$ cat config.mk
export PLATFORM = sky130hd
export DESIGN_NAME = iob_cache_arbiter
export DESIGN_NICKNAME = d
export VERILOG_FILES = /design/src/rtl/iob_cache_arbiter.sv
export SDC_FILE = /design/constraint.sdc
export NUM_CORES = 1
export LEC_CHECK = 0
export CAP_MARGIN = 30
export CORE_MARGIN = 3
export CORE_UTILIZATION = 36
export CTS_BUF_LIST = sky130_fd_sc_hd__clkbuf_4 sky130_fd_sc_hd__clkbuf_8 sky130_fd_sc_hd__clkbuf_16
export DETAILED_ROUTE_END_ITERATION = 10
export PLACE_DENSITY = 0.82
export SLEW_MARGIN = 20
export SYNTH_ARGS = -nofsm -noshare
export SYNTH_HDL_FRONTEND = slang
export SYNTH_SLANG_ARGS = --single-unit
export TNS_END_PERCENT = 20
$ cat constraint.sdc
create_clock -name clk -period 1.9 [get_ports clk]
set_clock_uncertainty 0.2 [all_clocks]
set_input_delay 0.38 -clock clk [delete_from_list [all_inputs] [get_ports clk]]
set_output_delay 0.38 -clock clk [all_outputs]
set_load 0.1 [all_outputs]
$ cat src/rtl/iob_cache_arbiter.sv
// Round-robin arbiter sharing the iob_cache native front-end port between N_MASTERS requesters.
// The winning request is registered and held until the cache answers with c_ready.
module iob_cache_arbiter #(
  parameter int unsigned N_MASTERS = 2,
  parameter int unsigned ADDR_W    = 30,
  parameter int unsigned DATA_W    = 32,
  parameter int unsigned GRANT_W   = 1
) (
  input  logic                              clk,
  input  logic                              reset,
  input  logic [N_MASTERS-1:0]              m_valid,
  input  logic [N_MASTERS*ADDR_W-1:0]       m_addr,
  input  logic [N_MASTERS*DATA_W-1:0]       m_wdata,
  input  logic [N_MASTERS*(DATA_W/8)-1:0]   m_wstrb,
  output logic [DATA_W-1:0]                 m_rdata,
  output logic [N_MASTERS-1:0]              m_ready,
  output logic                              c_valid,
  output logic [ADDR_W-1:0]                 c_addr,
  output logic [DATA_W-1:0]                 c_wdata,
  output logic [(DATA_W/8)-1:0]             c_wstrb,
  input  logic [DATA_W-1:0]                 c_rdata,
  input  logic                              c_ready,
  output logic [GRANT_W-1:0]                grant,
  output logic                              busy
);

  localparam int unsigned STRB_W = DATA_W / 8;

  typedef enum logic {
    IDLE = 1'b0,
    BUSY = 1'b1
  } state_t;

  typedef struct packed {
    logic [ADDR_W-1:0] addr;
    logic [DATA_W-1:0] wdata;
    logic [STRB_W-1:0] wstrb;
  } req_t;

  state_t             state_q;
  state_t             state_d;
  req_t               req_q;
  req_t               req_d;
  req_t               req_arr [N_MASTERS];
  logic [GRANT_W-1:0] rr_ptr;
  logic [GRANT_W-1:0] rr_ptr_d;
  logic [GRANT_W-1:0] grant_d;
  logic [GRANT_W-1:0] sel;
  logic [GRANT_W-1:0] idx;
  logic               found;
  logic               c_valid_d;
  logic               busy_d;

  // Unpack the flattened requester buses
  always_comb begin
    for (int unsigned i = 0; i < N_MASTERS; i++) begin
      req_arr[i].addr  = m_addr[i*ADDR_W +: ADDR_W];
      req_arr[i].wdata = m_wdata[i*DATA_W +: DATA_W];
      req_arr[i].wstrb = m_wstrb[i*STRB_W +: STRB_W];
    end
  end

  // First pending requester at or above rr_ptr, wrapping around
  always_comb begin
    sel   = rr_ptr;
    found = 1'b0;
    idx   = '0;
    for (int unsigned k = 0; k < N_MASTERS; k++) begin
      idx = GRANT_W'((32'(rr_ptr) + k) % N_MASTERS);
      if (!found && m_valid[idx]) begin
        sel   = idx;
        found = 1'b1;
      end
    end
  end

  // Next-state logic and next values of the registered request bus
  always_comb begin
    state_d   = state_q;
    req_d     = req_q;
    rr_ptr_d  = rr_ptr;
    grant_d   = grant;
    c_valid_d = c_valid;
    busy_d    = busy;
    case (state_q)
      IDLE: begin
        if (found) begin
          state_d   = BUSY;
          grant_d   = sel;
          req_d     = req_arr[sel];
          c_valid_d = 1'b1;
          busy_d    = 1'b1;
        end
      end
      BUSY: begin
        if (c_ready) begin
          state_d   = IDLE;
          c_valid_d = 1'b0;
          busy_d    = 1'b0;
          rr_ptr_d  = GRANT_W'((32'(grant) + 32'd1) % N_MASTERS);
        end
      end
      default: state_d = IDLE;
    endcase
  end

  always_ff @(posedge clk) begin
    if (!reset) begin
      state_q <= IDLE;
      req_q   <= '0;
      rr_ptr  <= '0;
      grant   <= '0;
      c_valid <= 1'b0;
      busy    <= 1'b0;
    end else begin
      state_q <= state_d;
      req_q   <= req_d;
      rr_ptr  <= rr_ptr_d;
      grant   <= grant_d;
      c_valid <= c_valid_d;
      busy    <= busy_d;
    end
  end

  assign c_addr  = req_q.addr;
  assign c_wdata = req_q.wdata;
  assign c_wstrb = req_q.wstrb;
  assign m_rdata = c_rdata;

  // Completion pulse; a reset cycle abandons the transaction so no pulse escapes
  always_comb begin
    m_ready = '0;
    if (reset && (state_q == BUSY) && c_ready) begin
      m_ready[grant] = 1'b1;
    end
  end

endmodule
# Yosys cells after proc, flatten, opt, wreduce, memory -nomap -nowiden
# Index checks and enable logic that the tools add are counted.
# totals
ff_bits	70
output_inout_bits	103
wordCells	45
# classes
add_sub_neg	2
magnitude_cmp	5
n_eq_ne	2
muxes	19
bitwise	2
reduce_logical	8
# ops
op	n
two-way mux 66 bit	3
two-way mux 1 bit	12
less-than comparator 1 x 2 -> 1 bit, second input constant	3
AND reduction 2 bit	3
logical AND 1 bit	4
!= test 2 bit, second input constant	2
case mux 1 bit (2 select lines)	2
adder 1 bit, second input constant	2
greater-or-equal comparator 2 bit, second input constant	1
two-way mux 2 bit	1
inverter 1 -> 2 bit	1
demux 1 bit (select 1 bit)	1
greater-or-equal comparator 1 bit, second input constant	1
logical NOT 1 bit	1
inverter 1 bit	1

# Logic depth before layout (Yosys ltp)
# Gate-level depths: netlist of run 1.
# logic_depth
depth_word	10
depth_mapped	5
ltp_nobuf	3

# Worst setup path after synthesis of run 1
# No wires, ideal clock.
# synth_path
kind	flip-flop to output port
start	reg grant
end	out m_ready[1]
arrival_time_ns	2.397
t_required_ns	1.320
slack_ns	-1.077
stages_incl_launch_ff	3
cell_sequence	dfxtp_1 inv_1 nor2_1
# synth_via
elab_chain_cells	5
# synth_lines
element	line	rtl
start, declared	23	output logic [GRANT_W-1:0] grant,
start signal, assigned	119	grant <= grant_d;
less-than comparator 1 x 2 -> 1 bit (implied by the code) / greater-or-equal comparator 1 bit (equally long branches)	134	m_ready[grant] = 1'b1;
logical AND 1 bit (implied by the code)	134	
two-way mux 1 bit (implied by the code)	134	
demux 1 bit (select 1 bit) *	134	
two-way mux 2 bit *	133	if (reset && (state_q == BUSY) && c_ready) begin
end, declared	16	output logic [N_MASTERS-1:0] m_ready,
# Mark *: on every way between the ends. The rest lies on a longest branch, timed or not.

# Final worst setup path of run 1
# layout_path
start	reg state_q
end	out m_ready[0]
# layout_via
elab_chain_cells	3
# layout_lines
element	line	rtl
start, declared	40	state_t state_q;
start signal, assigned	116	state_q <= state_d;
logical AND 1 bit (2 in a row)	133	
two-way mux 2 bit	133	
# No other way between the ends.

==> results of run 1 <==
what timing repair did:
item,CTS,global route
endpoints found under the setup margin,2,0
hold endpoints to repair,0,0
buffers inserted,1,0
gates resized for setup,1,0
per-layer routing:
metal	track usage, %	vias to the layer above
met4	10.98	0
met3	7.116	62
li1	-	2096
met1	27.10	2246
met5	0	-
met2	42.33	245
synthesized netlist by cell type, drive strengths merged:
cell / number / area share (%)
a2111oi: 132 / 32
a211oi: 1 / 0.19
a21oi: 1 / 0.12
a311oi: 1 / 0.22
buf: 64 / 11
clkbuf: 40 / 3.8
dfxtp: 70 / 35
inv: 5 / 0.46
nand2: 1 / 0.093
nand3: 1 / 0.12
nor2: 3 / 0.28
nor3: 66 / 8.2
o211a: 1 / 0.25
o21a: 1 / 0.19
o21ai: 66 / 8.2
o21ba: 1 / 0.25
o311a: 1 / 0.25
sequential cells by signal (all words and copies together), names as in the netlist:
signal   cells
busy         1
c_wstrb      4
c_wdata     32
rr_ptr       1
state_q      1
c_addr      30
grant        1
power by group:
group / switching, mW / internal, mW
combinational: 1.61 / 0.982
sequential: 0.171 / 1.62
clock: 0.601 / 1.01
path summary, 6_finish.rpt:
path                from           to  slack [ns]  cells past startpoint
min reg2reg  c_wdata[10]  c_wdata[10]        0.36                      2
max reg2reg      state_q  c_wdata[23]        0.19                      4
max              state_q   m_ready[0]        0.06                      3
min          c_wdata[10]  c_wdata[10]        0.36                      2
layout make-up:
cell class / instances / area, um2 / area share (%)
Clock buffer: 10 / 232.7 / 3.352
Clock inverter: 4 / 48.80 / 0.7028
Multi-Input combinational cell: 276 / 2059 / 29.66
Inverter: 5 / 18.77 / 0.2703
Sequential cell: 70 / 1409 / 20.29
Tap cell: 140 / 175.2 / 2.523
Timing Repair Buffer: 228 / 2999 / 43.20
through the flow:
| stage | setup TNS [ns] | util (%) | instances | setup slack (ns) |
|---|---|---|---|---|
| after global placement | -0.01573 | 60.86 | 718 | -0.007922 |
| after floorplan | -0.09032 | - | 455 | -0.04516 |
| after detailed placement | -0.06803 | 60.86 | 718 | -0.03451 |
| after CTS | 0 | 63.49 | 733 | 0.03403 |
| after global routing | 0 | 63.49 | 733 | 0.005906 |
| final | 0 | 63.49 | 733 | 0.05656 |
cells by family after synthesis:
family                 share of synthesized area [%]
AO/OA/AOI/OAI                                  41.56
flip-flops                                     34.63
buffers and inverters                          15.15
AND/OR/NAND/NOR                                8.658
critical path, cell delays in order, from the launching register on:
cell	delay (ns)
dfxtp_4	0.49
nand3_4	0.13
nor2_4	0.14
buf_12	0.18
==> flow_summary.yaml, run 1 <==
route:
  drtIter0Drc: 428
  drt-met1-wl_um: 5664
  routed_wl_um: 15690
  wl_per_cell_um: 21.40
  drt-vias-per-instance: 6.342
  routed.top_layer: "met4"
  drtPass1Iterations: 5
  wl_met3_um: 1309
  wl_met2_um: 8140
  via_count: 4649
  drc: 0
  antenna_left: 0
global_route:
  grt_overflow: 0
  antenna_found_initial: 0
  grt_max_degree: 65
  grt_pass1_vias: 4769
  gr-usage-all-layers_pct: 24.16
  grt_pass1_wl_um: 24830
clocking:
  worstSkewPairLatency_ns: 0.31
  clock_sinks: 70
  clk_path_buf_depth: 2
  tritoncts: "done"
  clk_pin_slew_ns: 0.06
  cts_hold_buf: 0
  ctsHtreeMaxLevel: 3
  numCtsBuffers: 9
  root_buffer: "clkbuf_16"
yosys:
  yosysWarnings: 0
  netlist_instances: 455
  avgSynthCellArea_um2: 8.893
  syn_nets: 624
  seq_area_frac_synth_pct: 34.63
  synth-seq-cells: 70
  syn_area_um2: 4046
  ys_types: 24
placement:
  dp_hpwl_um: 10710
  gp_congestion: 0.8237
  placed_area_um2: 6655
  io_buffers: 207
die:
  initial_utilization_pct: 37.00
  die_h_um: 112.0
  core.rowCount: 38
  die_x_um: 112.0
  die-area_um2: 12550
  core_area_um2: 10940
  io_pins: 272
finish:
  fin_nets: 759
  fin_area_um2: 6943
  area_growth_pct: 71.58
  fillers: 876
  final_layout_size_suffix_gt1_share_pct: 23.44
  n_antenna_cell: 0
  final_cell_mix: "132 x clkdlybuf4s50_1, 99 x a2111oi_0, 77 x buf_12, 66 x nor3_1, 66 x dfxtp_1"
  final_common_cell: "clkdlybuf4s50_1"
pwr:
  ir_drop_mv: 0.6664
  total_power_mw: 6.001
  leakage_nw: 2.321
  power.density_nw_per_um2: 864.4
worst_hold_path:
  hp-class: "reg2reg"
sta:
  min_period_ns: 1.843
  slew_headroom_pct: 62.23
  holdWs_ns: 0.3582
  report.final.slew_viol_count: 0
  rsz0062_at_grt: "no"
  max_freq_mhz: 542.5
  tightest_slew_ns: 0.5523
  fin_crit_sh_pct: 97.02
  finalSetupViolCount: 0
  hold_violations: 0
worst_setup_path:
  crit_path_end_kind: "primary output"
  critPathLaunchType: "register"
  crit_fanout: 16
  criticalPathCategory: "reg2out"
  arrival_ns: 1.26
  required_ns: 1.32
run:
  maxCapViolCount: 0
run_status:
  status: "finished, final reports clean"
(Power assumes the default switching activity.)
==> run 2, diff against run 1 <==
CORE_AREA = 3 3 105 107   (was unset)
CORE_MARGIN = unset   (was 3)
CORE_UTILIZATION = unset   (was 36)
DIE_AREA = 0 0 108 110   (was unset)
DONT_BUFFER_PORTS = 1   (was unset)
PLACE_DENSITY = 0.55   (was 0.82)
==> flow_summary.yaml, run 2 (synthesis gave the netlist of run 1 again) <==
finish:
  final_common_cell: "a2111oi_0"
  fillers: 1023
  fin_nets: 623
  final_cell_mix: "99 x a2111oi_0, 81 x buf_4, 66 x nor3_1, 66 x dfxtp_1, 55 x o21ai_0"
  final_layout_size_suffix_gt1_share_pct: 29.63
  fin_util_pct: 45.49
  largest_reg_flops: 32
  n_antenna_cell: 0
  area_growth_pct: 15.03
  final_cells: 595
  fin_area_um2: 4654
global_route:
  grt_pass1_vias: 3888
  grt_max_degree: 71
  busiest_layer: "met2"
  antenna_found_initial: 0
  gr-usage-all-layers_pct: 22.27
  grt_overflow: 0
  met2_usage_pct: 35.08
  use_met3_pct: 7.571
  gr-usage-met1_pct: 28.38
  grt_pass1_wl_um: 21120
worst_setup_path:
  setup.worst_path.end: "c_addr[10]"
  cp_slowest_cell: "a2111oi_0"
  critPathBufInv: 2
  crit_chain: "buf_4 > buf_4 > a2111oi_0 > nor3_1"
  crit_start: "state_q"
  crit_path_end_kind: "register"
  ff2ff_setup_slack_ns: 0.17
  critPathLaunchType: "register"
  arrival_ns: 1.73
  r2r-start: "state_q"
  criticalPathCategory: "reg2reg"
  required_ns: 1.91
  worstRegToRegCells: 4
  timing.rr.end: "c_addr[10]"
  cpLargestDelayFamily: "compound AO/OA/AOI/OAI gates"
  crit_path_max_incr_delay_ns: 0.46
  cpMostUsedCell: "buf_4"
  crit_fanout: 34
  cp_num_cells: 4
sta:
  fin_crit_sh_pct: 90.79
  fin_ws_ns: 0.1750
  hold_violations: 0
  holdWs_ns: 0.03460
  rsz0062_at_grt: "no"
  finalSetupViolCount: 0
  max_freq_mhz: 579.7
  slew_headroom_pct: 65.75
  report.final.slew_viol_count: 0
  tightest_slew_ns: 0.5009
  min_period_ns: 1.725
pwr:
  power.density_nw_per_um2: 1026
  p_switching_mw: 2.175
  pwr-share-clk_pct: 24.8
  leakage_nw: 1.504
  switching_share_pct: 45.57
  p_int_mw: 2.599
  power_frac_comb_pct: 40.2
  pwr-share-seq_pct: 35.0
  ir_drop_mv: 0.5494
clocking:
  clk_pin_slew_ns: 0.07
  root_buffer: "clkbuf_8"
  numCtsBuffers: 9
  clk_path_buf_depth: 2
  clock_sinks: 70
  ctsHtreeMaxLevel: 3
  worstSkewPairLatency_ns: 0.34
  tritoncts: "done"
route:
  wl_per_cell_um: 23.38
  drtPass1Iterations: 5
  antenna_left: 0
  via_count: 4059
  drt-vias-per-instance: 6.822
  drtIter0Drc: 473
  drc: 0
  routed_wl_um: 13910
placement:
  io_buffers: 0
  placedCellCount: 575
  dp_hpwl_um: 8488
  gp_congestion: 0.7790
  place_ws_ns: 0.2672
  placed_area_um2: 4405
die:
  initial_utilization_pct: 39.55
  die_x_um: 108
  core_area_um2: 10230
  core.rowCount: 37
  die_h_um: 110
  io_pins: 272
  die-area_um2: 11880
run_status:
  status: "finished, final reports clean"
run:
  maxCapViolCount: 0
worst_hold_path:
  hp-class: "in2reg"
[run 2: changes by cell type in the layout (fill, tap and decap cells not counted), moves of 2 or more]
| cell | previous run | this run |
|---|---|---|
| clkbuf_16 | 9 | 0 |
| buf_12 | 77 | 7 |
| buf_2 | 3 | 0 |
| clkbuf_8 | 0 | 12 |
| clkdlybuf4s50_1 | 132 | 0 |
| dlygate4sd3_1 | 0 | 2 |
| buf_4 | 15 | 81 |
[run 2: power groups by stage]
| stage | registers, mW | logic (mW) | clock network [mW] |
|---|---|---|---|
| floorplan | 2.77 | 0.811 | 0 |
| global placement | 1.71 | 1.85 | 0 |
| detailed placement | 1.71 | 1.87 | 0 |
| CTS | 1.67 | 1.92 | 1.23 |
| global route | 1.68 | 2.00 | 1.28 |
| finish | 1.67 | 1.92 | 1.18 |
[run 2: worst register-to-register path, stage by stage, from the launching register on]
cell,delay [ns]
dfxtp_4,0.36
buf_4,0.21
buf_4,0.26
a2111oi_0,0.46
nor3_1,0.11
[run 2: cell type report]
type	count	area, um2	share of cell area (%)
Multi-Input combinational cell	276	2059	44.25
Sequential cell	70	1409	30.27
Timing Repair Buffer	92	807.0	17.34
Clock buffer	13	172.7	3.710
Tap cell	136	170.2	3.656
Inverter	5	18.77	0.4032
Clock inverter	3	17.52	0.3763
[run 2: metal layers]
layer,wire length (um),up-vias
met2,6558,229
met5,0,-
met1,5645,1957
met4,317,0
li1,-,1842
met3,1387,31
[run 2: how the worst min path moves through the flow]
stage / cells past startpoint / start / to
after floorplan: 1 / c_ready / rr_ptr
after global placement: 1 / c_ready / rr_ptr
after detailed placement: 1 / c_ready / rr_ptr
after CTS: 1 / m_valid[0] / state_q
after global routing: 1 / m_valid[0] / state_q
final: 2 / c_ready / rr_ptr
[run 2: what timing repair did]
item,in CTS,in global routing
buffers inserted,1,0
setup endpoints to repair,2,2
resized for setup,0,1
pin swaps,0,0
endpoints found under the hold margin,70,0
hold buffers,3,0
[run 2: stage by stage]
step	total power, mW	TNS, ns
floorplan	3.583	-0.09032
global placement	3.567	0
detailed placement	3.584	0
CTS	4.814	0
global route	4.967	0
finish	4.774	0
==> run 3, diff against run 2 <==
CORE_AREA = unset   (was 3 3 105 107)
CORE_MARGIN = 3   (was unset)
CORE_UTILIZATION = 35   (was unset)
DIE_AREA = unset   (was 0 0 108 110)
HOLD_SLACK_MARGIN = 0.06   (was unset)
PLACE_DENSITY = 0.5   (was 0.55)
==> flow_summary.yaml, run 3 (synthesis gave the netlist of run 1 again) <==
finish:
  fillers: 1106
  largest_reg_flops: 32
  area_growth_pct: 19.91
  fin_area_um2: 4852
  fin_nets: 629
  final_cell_mix: "99 x a2111oi_0, 77 x buf_4, 66 x nor3_1, 66 x dfxtp_1, 55 x o21ai_0"
  final_cells: 605
  final_common_cell: "a2111oi_0"
  n_antenna_cell: 0
  final_layout_size_suffix_gt1_share_pct: 29.25
sta:
  max_freq_mhz: 538.4
  rsz0062_at_grt: "yes"
  tightest_slew_ns: 0.4942
  finalSetupViolCount: 0
  report.final.slew_viol_count: 0
  fin_crit_sh_pct: 97.76
  min_period_ns: 1.857
  hold_violations: 0
  slew_headroom_pct: 66.20
  setup-tns-final_ns: 0
die:
  io_pins: 272
  core.rowCount: 38
  core_area_um2: 11080
  die_h_um: 113.5
  die_x_um: 113.5
  initial_utilization_pct: 36.53
  die-area_um2: 12890
worst_setup_path:
  crit_fanout: 14
  criticalPathCategory: "reg2out"
  required_ns: 1.32
  crit_path_end_kind: "primary output"
  critPathLaunchType: "register"
  arrival_ns: 1.28
global_route:
  antenna_found_initial: 0
  gr-usage-met1_pct: 26.32
  busiest_layer: "met2"
  grt_pass1_vias: 4045
  grt_max_degree: 73
  met2_usage_pct: 33.92
  grt_pass1_wl_um: 22220
  use_met3_pct: 6.844
  grt_overflow: 0
  gr-usage-all-layers_pct: 21.50
clocking:
  tritoncts: "done"
  ctsHtreeMaxLevel: 3
  clock_sinks: 70
  clk_path_buf_depth: 2
  root_buffer: "clkbuf_16"
  clk_pin_slew_ns: 0.06
  numCtsBuffers: 9
  worstSkewPairLatency_ns: 0.33
route:
  wl_per_cell_um: 23.79
  drt-vias-per-instance: 6.734
  drtPass1Iterations: 4
  drc: 0
  via_count: 4074
  routed_wl_um: 14390
  drtIter0Drc: 335
  antenna_left: 0
placement:
  gp_congestion: 0.7742
  placed_area_um2: 4448
  io_buffers: 0
  placedCellCount: 579
  dp_hpwl_um: 9164
worst_hold_path:
  hp-class: "in2reg"
pwr:
  leakage_nw: 1.597
  power.density_nw_per_um2: 1079
  ir_drop_mv: 0.5177
run:
  maxCapViolCount: 0
run_status:
  status: "finished, final reports clean"
## run 3: layer usage
metal  share of wire (%)  up-vias
li1                    -     1846
met1                  40     1960
met2                  48      212
met3                 8.5       56
met4                 3.8        0
met5                   0        -
## run 3: per-stage QoR
step           hold WS, ns  util [%]  power [mW]  worst slack (ns)
2_1_floorplan       0.2907         -       3.583          -0.04516
3_3_place_gp        0.2950     40.15       3.595            0.2924
3_5_place_dp        0.2963     40.15       3.611            0.2600
4_1_cts            0.06344     43.68       5.287           0.01762
5_1_grt            0.07147     43.80       5.456          -0.01315
6_report           0.07325     43.80       5.235           0.04260
## run 3: final timing paths
path	slack, ns	cells past startpoint	startpoint	to
worst max-delay path	0.04	3	state_q	m_ready[1]
worst min-delay path	0.07	2	m_wdata[43]	c_wdata[11]
worst min register to register	0.33	2	c_addr[25]	c_addr[25]
worst max register to register	0.11	4	state_q	state_q
## run 3: timing repair
action,CTS,global route
setup endpoints to repair,2,3
endpoints found under the hold margin,70,1
setup buffers,1,0
pin swaps,0,0
resized for setup,0,1
hold buffers,8,1
## run 3: cell type report
type | count | area [um2] | share of cell area, %
clock inverters | 1 | 5.005 | 0.1031
repair buffers | 98 | 908.4 | 18.72
flip-flops and latches | 70 | 1409 | 29.04
clock buffers | 15 | 276.5 | 5.699
inverters | 5 | 18.77 | 0.3868
well taps | 140 | 175.2 | 3.610
multi-input cells | 276 | 2059 | 42.44
## run 3: critical path: stages (launching register included)
cell and delay, ns:
dfxtp_4 0.48, nand3_4 0.13, nor2_4 0.14, buf_12 0.18
## run 3: power by group
part	switching, mW	total (mW)	internal [mW]
sequential	0.0641	1.68	1.62
clock	0.618	1.61	0.991
combinational	1.53	1.94	0.411
